--- config.mk ---
export PLATFORM = sky130hd
export DESIGN_NAME = add_slice_sequencer
export DESIGN_NICKNAME = d
export VERILOG_FILES = /design/src/rtl/add_slice_sequencer.sv
export SDC_FILE = /design/constraint.sdc
export NUM_CORES = 1
export LEC_CHECK = 0
export CORE_UTILIZATION = 35
export DETAILED_ROUTE_END_ITERATION = 6
export PLACE_DENSITY = 0.65
export SETUP_SLACK_MARGIN = 0.02
export SLEW_MARGIN = 20
export SYNTH_ARGS = -nofsm -noshare
export SYNTH_HDL_FRONTEND = slang
export SYNTH_SLANG_ARGS = --single-unit
--- constraint.sdc ---
create_clock -name clk -period 1.7 [get_ports clk]
set_input_delay 0.255 -clock clk [delete_from_list [all_inputs] [get_ports clk]]
set_output_delay 0.255 -clock clk [all_outputs]
set_load 0.03 [all_outputs]
--- src/rtl/add_slice_sequencer.sv ---
// add_slice_sequencer: splits one WIDTH-bit add (a + b + cin) into 3-bit slices,
// drives an external combinational 3-bit adder one slice per cycle (LSB first),
// carries between slices through a register and returns the assembled sum and
// carry-out on a valid/ready output port.
//
// Handshake semantics (both ports): a transfer happens on a rising edge where
// valid and ready are both 1. in_ready is high only in IDLE (and never during
// reset). out_valid is high only in DONE. Once raised, out_valid stays high with
// stable out_sum/out_cout until the transfer edge.
module add_slice_sequencer #(
   parameter int WIDTH = 12
) (
   input  logic             clk,
   input  logic             rst,
   input  logic             in_valid,
   output logic             in_ready,
   input  logic [WIDTH-1:0] in_a,
   input  logic [WIDTH-1:0] in_b,
   input  logic             in_cin,
   output logic             out_valid,
   input  logic             out_ready,
   output logic [WIDTH-1:0] out_sum,
   output logic             out_cout,
   output logic [2:0]       add_a,
   output logic [2:0]       add_b,
   output logic             add_cin,
   input  logic [2:0]       add_s,
   input  logic             add_cout,
   output logic [1:0]       dbg_state
);

   localparam int SLICES = WIDTH / 3;
   localparam int IDX_W  = (SLICES > 1) ? $clog2(SLICES) : 1;
   localparam logic [IDX_W-1:0] LAST_IDX = IDX_W'(SLICES - 1);

   typedef enum logic [1:0] {
      IDLE = 2'd0,
      RUN  = 2'd1,
      DONE = 2'd2
   } state_t;

   state_t             state_q, state_d;
   logic [IDX_W-1:0]   idx_q, idx_d;
   logic [WIDTH-1:0]   a_q, a_d;
   logic [WIDTH-1:0]   b_q, b_d;
   logic [WIDTH-1:0]   sum_q, sum_d;
   logic               carry_q, carry_d;
   logic               cout_q, cout_d;

   // Next-state logic, slice selection toward the adder and handshake outputs.
   always_comb begin
      state_d   = state_q;
      idx_d     = idx_q;
      a_d       = a_q;
      b_d       = b_q;
      sum_d     = sum_q;
      carry_d   = carry_q;
      cout_d    = cout_q;
      in_ready  = 1'b0;
      out_valid = 1'b0;
      add_a     = 3'd0;
      add_b     = 3'd0;
      add_cin   = 1'b0;
      case (state_q)
         IDLE: begin
            in_ready = ~rst;
            if (in_valid) begin
               a_d     = in_a;
               b_d     = in_b;
               carry_d = in_cin;
               idx_d   = '0;
               state_d = RUN;
            end
         end
         RUN: begin
            add_a   = a_q[3*idx_q +: 3];
            add_b   = b_q[3*idx_q +: 3];
            add_cin = carry_q;
            sum_d[3*idx_q +: 3] = add_s;
            carry_d = add_cout;
            if (idx_q == LAST_IDX) begin
               cout_d  = add_cout;
               state_d = DONE;
            end else begin
               idx_d = idx_q + IDX_W'(1);
            end
         end
         DONE: begin
            out_valid = 1'b1;
            if (out_ready) begin
               state_d = IDLE;
            end
         end
         default: state_d = IDLE;
      endcase
   end

   // State and datapath registers; reset aborts any request in flight.
   always_ff @(posedge clk) begin
      if (rst) begin
         state_q <= IDLE;
         idx_q   <= '0;
         a_q     <= '0;
         b_q     <= '0;
         sum_q   <= '0;
         carry_q <= 1'b0;
         cout_q  <= 1'b0;
      end else begin
         state_q <= state_d;
         idx_q   <= idx_d;
         a_q     <= a_d;
         b_q     <= b_d;
         sum_q   <= sum_d;
         carry_q <= carry_d;
         cout_q  <= cout_d;
      end
   end

   assign out_sum   = sum_q;
   assign out_cout  = cout_q;
   assign dbg_state = state_q;

endmodule

# [Word level (Yosys, flattened, before mapping)]
# Cells that the tools add are included.
[totals] inputBits=33 out_inout_bits=24 register_bits=42 wordCells=44
[classes] bitwise_logic=1 muxes=15 n_reduce_logical=7 shift=4 n_addsub=2 n_eq_ne=7 mul=1
[ops] op="$neg A4 Y34" n=1
[ops] op="$shift A3 B34 Y12 const A" n=1
[ops] op="$shiftx A3 B34 Y12" n=1
[ops] op="$shiftx A12 B5 Y3" n=2
[ops] op="$bwmux W12" n=1
[ops] op="$mux W2" n=5
[ops] op="$ne A2 B2 Y1 const B" n=4
[ops] op="$mux W3" n=2
[ops] op="$pmux W2 S3" n=1
[ops] op="$reduce_and A2 Y1" n=3
[ops] op="$reduce_and A3 Y1" n=2
[ops] op="$eq A2 B2 Y1 const B" n=2
[ops] op="$mul A2 B2 Y4 const A" n=1
[ops] op="$mux W1" n=4
[ops] op="$pmux W2 S2" n=1
[ops] op="$add A2 B1 Y2 const B" n=1
[ops] op="$eq A2 B1 Y1 const B" n=1
[ops] op="$logic_not A2 Y1" n=1
[ops] op="$pmux W1 S2" n=1
[ops] op="$reduce_bool A2 Y1" n=1
[ops] op="$not A1 Y1" n=1

# [Depth between registers and ports, before layout]
# Gate-level depths: netlist of run 1.
[depth] word_depth=4 mapped_depth=7

# [Worst setup path after synthesis of run 1]
# No wires, ideal clock.
[synth_timing] kind="register -> register" from="register idx_q[0]" to="register sum_q[0] (netlist: out_sum[0])" arrival_time_ns=1.671 setup_ns=0.092 n_path_buf=2 stages_incl_launch_ff=7 path_slack_ns=-0.063 path_cell_list="dfxtp_1 -> buf_6 -> buf_8 -> inv_1 -> ha_1 -> or4_4 -> o32ai_1"
[synth_between] elab_chain_len=4
[synth_rtl] element="start, declared" line_no="43" text="logic [IDX_W-1:0] idx_q, idx_d;"
[synth_rtl] element="start signal, assigned" line_no="110" text="idx_q <= idx_d;"
[synth_rtl] element="$mul A2 B2 Y4 *" line_no="79" text="sum_d[3*idx_q +: 3] = add_s;"
[synth_rtl] element="$neg A4 Y34 *" line_no="79"
[synth_rtl] element="$shiftx A3 B34 Y12 or $shift A3 B34 Y12 (tied branches)" line_no="79"
[synth_rtl] element="$bwmux W12 *" line_no="79"
[synth_rtl] element="end signal, assigned" line_no="113" text="sum_q <= sum_d;"
[synth_rtl] element="end, declared" line_no="46" text="logic [WIDTH-1:0] sum_q, sum_d;"
# Mark *: on every way between the ends. The rest lies on a longest branch, timed or not.
# A chain may end at the register's enable or synchronous reset.

# [Worst setup path after layout of run 1]
[layout_timing] from="register idx_q[0]" to="output port add_a[2]"
[layout_between] elab_chain_len=3
[layout_rtl] element="$mul A2 B2 Y4" line_no="76" text="add_a = a_q[3*idx_q +: 3];"
[layout_rtl] element="$shiftx A12 B5 Y3" line_no="76"
[layout_rtl] element="$mux W3" line_no="64" text="case (state_q)"
[layout_rtl] element="end, declared" line_no="24" text="output logic [2:0] add_a,"
# Every way passes these cells.

==> results of run 1 <==
worst paths after layout:
path | startpoint | end | slack [ns]
worst max-delay path | idx_q[0]$_SDFFE_PP0P_ | add_a[2] | -0.12
worst min-delay path | out_sum[4]$_SDFFE_PP0P_ | out_sum[4]$_SDFFE_PP0P_ | 0.45
worst max register to register | idx_q[0]$_SDFFE_PP0P_ | idx_q[0]$_SDFFE_PP0P_ | -0.02
worst min register to register | out_sum[4]$_SDFFE_PP0P_ | out_sum[4]$_SDFFE_PP0P_ | 0.45
cells by family after synthesis:
family / synth area share (%)
muxes: 8.13
DFF: 43.4
AOI/OAI and AO/OA: 12.3
and+or+nand+nor: 25.4
adders and majority gates: 3.23
buffers and inverters: 7.61
metal layers:
| metal | GRT usage [%] | up-vias | part of all wire [%] |
|---|---|---|---|
| li1 | - | 867 | - |
| met1 | 20.2 | 796 | 44 |
| met2 | 29.4 | 50 | 51 |
| met3 | 3.95 | 2 | 5.4 |
| met4 | 4.42 | 0 | 0.13 |
| met5 | 0 | - | 0 |
stage by stage:
stage	hold WS (ns)	std cells	total power, uW	cell area [um^2]
detailed placement	0.445	345	1470	2600
CTS	0.457	354	2270	2740
global placement	0.439	345	1460	2600
finish	0.454	354	2240	2740
global route	0.480	354	2370	2740
floorplan	0.391	217	1310	1960
critical path, stage by stage, from the launching register on:
cell and delay, ns:
dfxtp_2 0.36, buf_6 0.14, mux4_2 0.49, and2_4 0.15, buf_6 0.13
cell type report:
cell class	instances	share of cell area, %
multi-input combinational	151	34.9
sequential	42	30.9
timing repair buffer	75	25.9
tap	70	3.20
clock buffer	6	2.65
clock inverter	2	1.37
inverter	8	1.10
layout by cell type, fill, tap and decap left out, types with 4 or more instances in the layout:
master           Yosys  final
nand2_1             59     59
clkdlybuf4s50_1      0     45
dfxtp_1             42     38
a21oi_1             32     32
buf_4                2     20
inv_1                8      8
buf_6                5      8
o32ai_1              7      7
mux4_2               0      6
and2_4               0      6
nand2b_1             6      6
nand4_1              5      5
clkbuf_8             0      5
ha_1                 5      4
dfxtp_2              0      4
power by group through the flow:
stage | clock (uW) | sequential (uW) | combinational (uW)
after detailed placement | 0 | 1080 | 388
after floorplan | 0 | 1080 | 224
after CTS | 803 | 1060 | 405
final | 782 | 1060 | 402
after global routing | 860 | 1070 | 440
after global placement | 0 | 1080 | 385
flip-flops by register name (all words and copies together), names as in the netlist:
signal and cells:
carry_q 1, dbg_state 2, out_cout 1, idx_q 2, b_q 12, a_q 12
out_sum 12
timing repair:
action / 4_1_cts / 5_1_grt
cloned: 0 / 0
resized for setup: 25 / 1
setup buffers: 1 / 0
endpoints found under the setup margin: 12 / 8
pin swaps: 6 / 0
==> qor.yml, run 1 <==
status:
  outcome: "finished with violations"
  failed_checks: "negative setup slack"
synth:
  synth_common_cells: "nand2_1, dfxtp_1, a21oi_1, and2_1, inv_1"
  yosys-top-cells-area: "dfxtp_1, nand2_1, a21oi_1, mux4_1, ha_1"
  yosys_warnings: 0
  ys_types: 31
  yosysMostFrequentCell: "nand2_1"
  synth.avg_cell_area_um2: 8.94
  synth_seq_cells: 42
  seq_area_frac_synth_pct: 43.4
  synth-main-ff-cell: "dfxtp_1"
  syn-num-nets: 255
  yosysTopAreaCellShare_pct: 43.4
  syn_area_um2: 1940
  synth_edf_count: 0
  yosysTopAreaCell: "dfxtp_1"
  synthArstFlopShare_pct: 0
  synthCells: 217
power:
  p_leak_uw: 0.00103
  intPower_uw: 1680
  combPwrFrac_pct: 17.9
  switching_share_pct: 25.0
  ir_drop_mv: 0.373
  powerDensity_nw_per_um2: 819
  seqPwrFrac_pct: 47.2
  switchingPower_uw: 561
  clkPwrFrac_pct: 34.8
route:
  drc: 0
  wl_um: 4540
  routed_via_density: 4.84
  antenna_left: 0
  dr.pass1.iters: 4
  wl_per_cell_um: 12.8
  vias: 1715
  drt_iter0_markers: 35
critical_path:
  r2r_cells: 6
  cp_max_fo: 5
  crit_path_end_kind: "output pin"
  critPathLaunchType: "flop"
  critical_path_arrival_ns: 1.56
  crit_required_ns: 1.44
  criticalPathCategory: "flop to output pin"
worst_hold_path:
  hold_depth: 2
  min_path_type: "flop to flop"
cts:
  clockBufferDepth: 2
  cts-buffers-inserted: 5
  clock_tree.root_cell: "clkbuf_8"
  cts_sinks: 42
  clk_latency_ns: 0.29
  htree_levels: 2
  cts_tree: "built"
  clkSlewWorstSetupHoldPaths_ns: 0.08
  hold_buffers: 0
global_route:
  grt_first_pass_wirelength_um: 7920
  overflow: 0
  first_global_vias: 1690
  antenna_found_initial: 0
  grtUsageTotal_pct: 16.7
  grt_max_degree: 21
finish:
  fin_util_pct: 52.3
  n_antenna_cell: 0
  seq_area_um2: 846
  drive_gt1_share_pct: 20.1
  num-fill-cells: 521
  syn_to_final_growth_pct: 41.2
  multi_input_area_um2: 956
  nNetsFinal: 321
die:
  core-area_um2: 5240
  ioPinCount: 57
  start_util_pct: 37.0
  die_h_um: 76.4
  std_cell_rows: 26
  die_x_um: 76.4
  die-area_um2: 5840
flow_run:
  cap_violations: 0
sta:
  hold_viol: 0
  setup_tns_ns: -0.639
  min_period_over_period_pct: 107
  tightest_slew_ns: 0.325
  maxClockFrequency_ghz: 0.550
  skew_ns: 0.00774
  rsz0062_at_grt: "true"
  setup_ws_ns: -0.120
  setup_viol: 7
  post-route-min-period_ns: 1.82
  slew-limit-headroom_pct: 78.3
  final_max_slew_viol_count: 0
placement:
  portBuffers: 56
  place_ws_ns: 0.0339
  gp_congestion: 0.738
  hpwl_um: 3360
No activity file was read; power rests on OpenSTA's default activity.
==> run 2: changes to the inputs <==
--- a/config.mk
+++ b/config.mk
@@ -10,4 +10,4 @@
 export PLACE_DENSITY = 0.65
+export RECOVER_POWER = 100
 export SETUP_SLACK_MARGIN = 0.02
-export SLEW_MARGIN = 20
 export SYNTH_ARGS = -nofsm -noshare
==> constraint.sdc (replaced) <==
create_clock -name clk -period 1.7 [get_ports clk]
set_input_delay 0.51 -clock clk [delete_from_list [all_inputs] [get_ports clk]]
set_output_delay 0.51 -clock clk [all_outputs]
set_load 0.03 [all_outputs]
==> qor.yml, run 2 (same netlist as run 1, synthesis figures left out) <==
sta:
  tightest_slew_ns: 0.312  # -0.0129 ns
  min_period_over_period_pct: 122  # +15 points
  setup_viol: 9  # +2
  setup_ws_ns: -0.370  # -0.250 ns
  hold_viol: 0  # unchanged
  skew_ns: 0.00684  # -0.000896 ns
  rsz0062_at_grt: "true"
  maxClockFrequency_ghz: 0.483  # -12%
  post-route-min-period_ns: 2.07  # +0.250 ns
  final_max_slew_viol_count: 0  # unchanged
  slew-limit-headroom_pct: 79.2  # +0.93 points
power:
  p_leak_uw: 0.00117  # +14%
  ir_drop_mv: 0.457  # +23%
  switching_share_pct: 26.5  # +1.5 points
  switchingPower_uw: 580  # +3.4%
  combPwrFrac_pct: 21.5  # +3.6 points
  total_power_uw: 2190  # -2.3%
  powerDensity_nw_per_um2: 743  # -9.3%
  intPower_uw: 1610  # -4.2%
  clkPwrFrac_pct: 30.1  # -4.7 points
  seqPwrFrac_pct: 48.4  # +1.2 points
finish:
  drive_gt1_share_pct: 28.4  # +8.3 points
  multi_input_area_um2: 1070  # +12%
  final_cell_mix: "nand2_1, dfxtp_1, a21oi_1, clkdlybuf4s50_1, buf_6"
  final_common_cell: "nand2_1"
  nNetsFinal: 333  # +3.7%
  fin_cells: 366  # +3.4%
  syn_to_final_growth_pct: 52.1
  n_antenna_cell: 0  # unchanged
  seq_area_um2: 853  # +0.89%
  num-fill-cells: 490  # -6.0%
cts:
  htree_levels: 2  # unchanged
  cts_tree: "built"
  clock_tree.root_cell: "clkbuf_8"
  cts_sinks: 42  # unchanged
  clkSlewWorstSetupHoldPaths_ns: 0.08  # about the same
  cts-buffers-inserted: 5  # unchanged
  clockBufferDepth: 2  # unchanged
  clk_latency_ns: 0.29  # about the same
placement:
  hpwl_um: 3200  # -4.8%
  portBuffers: 56  # unchanged
  place_ws_ns: -0.188  # -0.222 ns
  gp_congestion: 0.791  # +7.2%
  dpl.cell_count: 346  # +0.29%
global_route:
  overflow: 0  # unchanged
  antenna_found_initial: 0  # unchanged
  grt_first_pass_wirelength_um: 8190  # +3.4%
  grtUsageTotal_pct: 17.3  # +0.67 points
  grt_max_degree: 28  # +33%
  first_global_vias: 1748  # +3.4%
die:
  std_cell_rows: 26  # unchanged
  die_x_um: 76.4  # unchanged
  die-area_um2: 5840  # unchanged
  core-area_um2: 5240  # unchanged
  start_util_pct: 37.0  # unchanged
  die_h_um: 76.4  # unchanged
  ioPinCount: 57  # unchanged
route:
  drc: 0  # unchanged
  routed_via_density: 4.78  # -1.4%
  wl_per_cell_um: 13.3  # +3.8%
  dr.pass1.iters: 4  # unchanged
  drt_iter0_markers: 70  # +100%
  vias: 1749  # +2.0%
  wl_um: 4870  # +7.3%
  antenna_left: 0  # unchanged
critical_path:
  critical_path_arrival_ns: 1.56  # about the same
  crit_path_end_kind: "output pin"
  cp_max_fo: 4  # -1
  criticalPathCategory: "flop to output pin"
  critPathLaunchType: "flop"
  crit_required_ns: 1.19  # -0.25 ns
status:
  outcome: "finished with violations"
  failed_checks: "negative setup slack"
flow_run:
  cap_violations: 0  # unchanged
worst_hold_path:
  min_path_type: "flop to flop"
## run 2: metrics by stage
| step | area [um^2] | utilization, % | hold slack [ns] | setup TNS [ns] |
|---|---|---|---|---|
| detailed placement | 2640 | 50.4 | 0.444 | -4.77 |
| global placement | 2640 | 50.4 | 0.440 | -4.02 |
| CTS | 2860 | 54.5 | 0.452 | -2.22 |
| finish | 2950 | 56.3 | 0.447 | -2.38 |
| floorplan | 1980 | - | 0.432 | -0.188 |
| global route | 2950 | 56.3 | 0.479 | -3.28 |
## run 2: layout make-up
class                      count  share of cell area, %
clock buffer                   7                   2.93
clock inverter                 1                  0.170
sequential                    42                   28.9
inverter                       8                   1.19
timing repair buffer          87                   27.6
multi-input combinational    151                   36.2
tap                           70                   2.97
## run 2: worst max-delay path, stage by stage (launching register included)
cell	delay [ns]
dfxtp_4	0.39
buf_6	0.11
mux4_2	0.48
and2_4	0.16
buf_6	0.13
## run 2: worst paths after layout
| check | startpoint | cells past startpoint | endpoint | slack [ns] |
|---|---|---|---|---|
| min reg2reg | out_sum[4]$_SDFFE_PP0P_ | 2 | out_sum[4]$_SDFFE_PP0P_ | 0.45 |
| max reg2reg | idx_q[0]$_SDFFE_PP0P_ | 7 | idx_q[0]$_SDFFE_PP0P_ | -0.14 |
| max | idx_q[0]$_SDFFE_PP0P_ | 4 | add_b[1] | -0.37 |
| min | out_sum[4]$_SDFFE_PP0P_ | 2 | out_sum[4]$_SDFFE_PP0P_ | 0.45 |
## run 2: what timing repair did
action,in CTS,in global routing
gates cloned,1,0
pin swaps,6,7
hold buffers,0,0
setup buffers,7,5
setup endpoints to repair,30,21
gates resized for setup,50,21
## run 2: power groups by stage
| stage | Combinational [uW] | Clock, uW | Sequential [uW] |
|---|---|---|---|
| 6_report | 472 | 659 | 1060 |
| 5_1_grt | 514 | 725 | 1070 |
| 4_1_cts | 442 | 672 | 1060 |
| 3_5_place_dp | 391 | 0 | 1090 |
| 3_3_place_gp | 387 | 0 | 1090 |
| 2_1_floorplan | 232 | 0 | 1080 |
## run 2: layer usage
layer	GRT usage [%]	wire [um]	vias to the layer above	share of wire (%)
li1	-	-	895	-
met1	21.4	2080	804	43
met2	29.3	2500	42	51
met3	4.67	240	8	4.9
met4	5.38	51	0	1.0
met5	0	0	-	0
==> run 3: changes to the inputs <==
Settings changed: CORE_UTILIZATION 35 to 42, CTS_CLUSTER_SIZE set to 8, PLACE_DENSITY 0.65 to 0.75.
Clock period 1.7 ns to 1.9 ns, I/O delays scaled along.
==> qor.yml, run 3 (same netlist as run 1, synthesis figures left out) <==
status:
  outcome: "finished with violations"
  failed_checks: "negative setup slack"
route:
  antenna_left: 0  # unchanged
  vias: 1802  # +3.0%
  wl_per_cell_um: 14.6  # +9.8%
  routed_via_density: 5.24  # +9.6%
  drc: 0  # unchanged
  wl_um: 5020  # +3.2%
  dr.pass1.iters: 5  # +1
  drt_iter0_markers: 107  # +53%
global_route:
  overflow: 0  # unchanged
  first_global_vias: 1692  # -3.2%
  grt_first_pass_wirelength_um: 7850  # -4.2%
  grtUsageTotal_pct: 20.3  # +3.0 points
  grt_max_degree: 34  # +21%
  antenna_found_initial: 1  # +1
cts:
  clk_latency_ns: 0.29  # about the same
  clock_tree.root_cell: "clkbuf_8"
  cts_tree: "built"
  clockBufferDepth: 2  # unchanged
  cts-buffers-inserted: 5  # unchanged
  htree_levels: 2  # unchanged
  hold_buffers: 0  # unchanged
  cts_sinks: 42  # unchanged
  clkSlewWorstSetupHoldPaths_ns: 0.08  # about the same
sta:
  tightest_slew_ns: 0.392  # +0.0802 ns
  whs_ns: 0.454  # +0.00664 ns
  skew_ns: 0.00425  # -0.00259 ns
  setup_tns_ns: -1.84  # +0.541 ns
  final_max_slew_viol_count: 0  # unchanged
  setup_ws_ns: -0.296  # +0.0738 ns
  setup_viol: 11  # +2
  rsz0062_at_grt: "true"
  hold_viol: 0  # unchanged
  min_period_over_period_pct: 116
  post-route-min-period_ns: 2.20
  slew-limit-headroom_pct: 73.9  # -5.3 points
  maxClockFrequency_ghz: 0.455
placement:
  placed_area_um2: 2560  # -2.8%
  portBuffers: 56  # unchanged
  gp_congestion: 0.798  # +0.86%
  hpwl_um: 3090  # -3.5%
finish:
  final_common_cell: "nand2_1"
  drive_gt1_share_pct: 27.8  # -0.54 points
  num-fill-cells: 370  # -24%
  final_cell_mix: "nand2_1, dfxtp_1, a21oi_1, clkdlybuf4s50_1, buf_4"
  nNetsFinal: 328  # -1.5%
  final_area_um2: 2840  # -3.6%
  syn_to_final_growth_pct: 46.5
critical_path:
  cp_top_family: "multiplexers"
  crit_path_end_kind: "output pin"
  rr_startpoint: "idx_q[0]$_SDFFE_PP0P_"
  critical_path_buf_inv_count: 2  # unchanged
  r2r_setup_slack_ns: -0.13  # about the same
  critical_path_arrival_ns: 1.63  # +0.07 ns
  cp_common_cell: "buf_6"
  criticalPathCategory: "flop to output pin"
  cp_max_fo: 6  # +2
  slowest_delay_ns: 0.48  # about the same
  crit_required_ns: 1.33  # +0.14 ns
  slowest_stage: "mux4_2"
  crit_path_start: "idx_q[0]$_SDFFE_PP0P_"
  path_cells: "buf_6, mux4_2, and2_4, buf_6"
  critPathLaunchType: "flop"
worst_hold_path:
  min_from: "out_sum[5]$_SDFFE_PP0P_"
  min_path_type: "flop to flop"
die:
  start_util_pct: 44.2  # +7.2 points
  core-area_um2: 4380  # -16%
  die-area_um2: 4890  # -16%
  std_cell_rows: 24  # -7.7%
  die_x_um: 70.0  # -8.5%
  die_h_um: 70.0  # -8.5%
  ioPinCount: 57  # unchanged
flow_run:
  cap_violations: 0  # unchanged
power:
  powerDensity_nw_per_um2: 694  # -6.7%
  p_leak_uw: 0.00108  # -7.4%
  ir_drop_mv: 0.495  # +8.2%
  total_power_uw: 1970  # -10%
## run 3: changes by cell type in the layout (fill, tap and decap cells not counted), sizes merged
cell and delta:
dlygate4sd2 -8, clkbuf +6, buf -3, clkinvlp +2, clkdlybuf4s15 -1, clkdlybuf4s50 -1
diode +1, dlygate4sd3 +1, inv -1
## run 3: final timing paths
check,end,depth (start not counted)
setup / recovery,add_a[1],4
hold / removal,out_sum[5]$_SDFFE_PP0P_,2
setup reg to reg,idx_q[0]$_SDFFE_PP0P_,8
hold reg to reg,out_sum[5]$_SDFFE_PP0P_,2
## run 3: where the power goes
| part | leakage [uW] | switching (uW) | internal (uW) | total, uW |
|---|---|---|---|---|
| clock network | 0.0000472 | 311 | 292 | 603 |
| registers | 0.000345 | 30.8 | 922 | 952 |
| logic | 0.000692 | 194 | 221 | 416 |
| total | 0.00108 | 536 | 1430 | 1970 |
## run 3: per-stage QoR
step	setup WS [ns]	utilization [%]	std cells
final	-0.296	64.8	344
after global routing	-0.354	64.8	344
after CTS	-0.303	61.6	333
after detailed placement	-0.0909	58.5	322
after global placement	-0.0521	58.5	322
after floorplan	-0.00333	-	217
## run 3: routing by layer
layer / GRT usage [%] / vias to the layer above / share of wire, % / wire length, um
li1: - / 885 / - / -
met2: 32.5 / 69 / 51 / 2540
met5: 0 / - / 0 / 0
met4: 8.67 / 0 / 1.9 / 97
met1: 24.7 / 837 / 42 / 2090
met3: 7.36 / 11 / 5.8 / 291
## run 3: repair_timing
item,4_1_cts,5_1_grt
endpoints found under the setup margin,14,27
resized for setup,29,33
hold endpoints to repair,0,0
pin swaps,3,17
setup buffers,3,11
## run 3: worst reg2reg max path: stages (launching register included)
cell,delay [ns]
dfxtp_4,0.40
buf_6,0.14
buf_4,0.13
buf_6,0.12
buf_6,0.12
ha_4,0.16
or3b_4,0.41
or3_4,0.41
o31ai_4,0.06
## run 3: final cells by class
class                      instances  area, um^2  area share (%)
inverter                           8        33.8            1.19
antenna                            1        2.50          0.0881
sequential                        42         851            29.9
multi-input combinational        151        1070            37.7
tap                               52        65.1            2.29
clock buffer                       6        82.6            2.91
clock inverter                     2        12.5           0.440
timing repair buffer              82         723            25.5
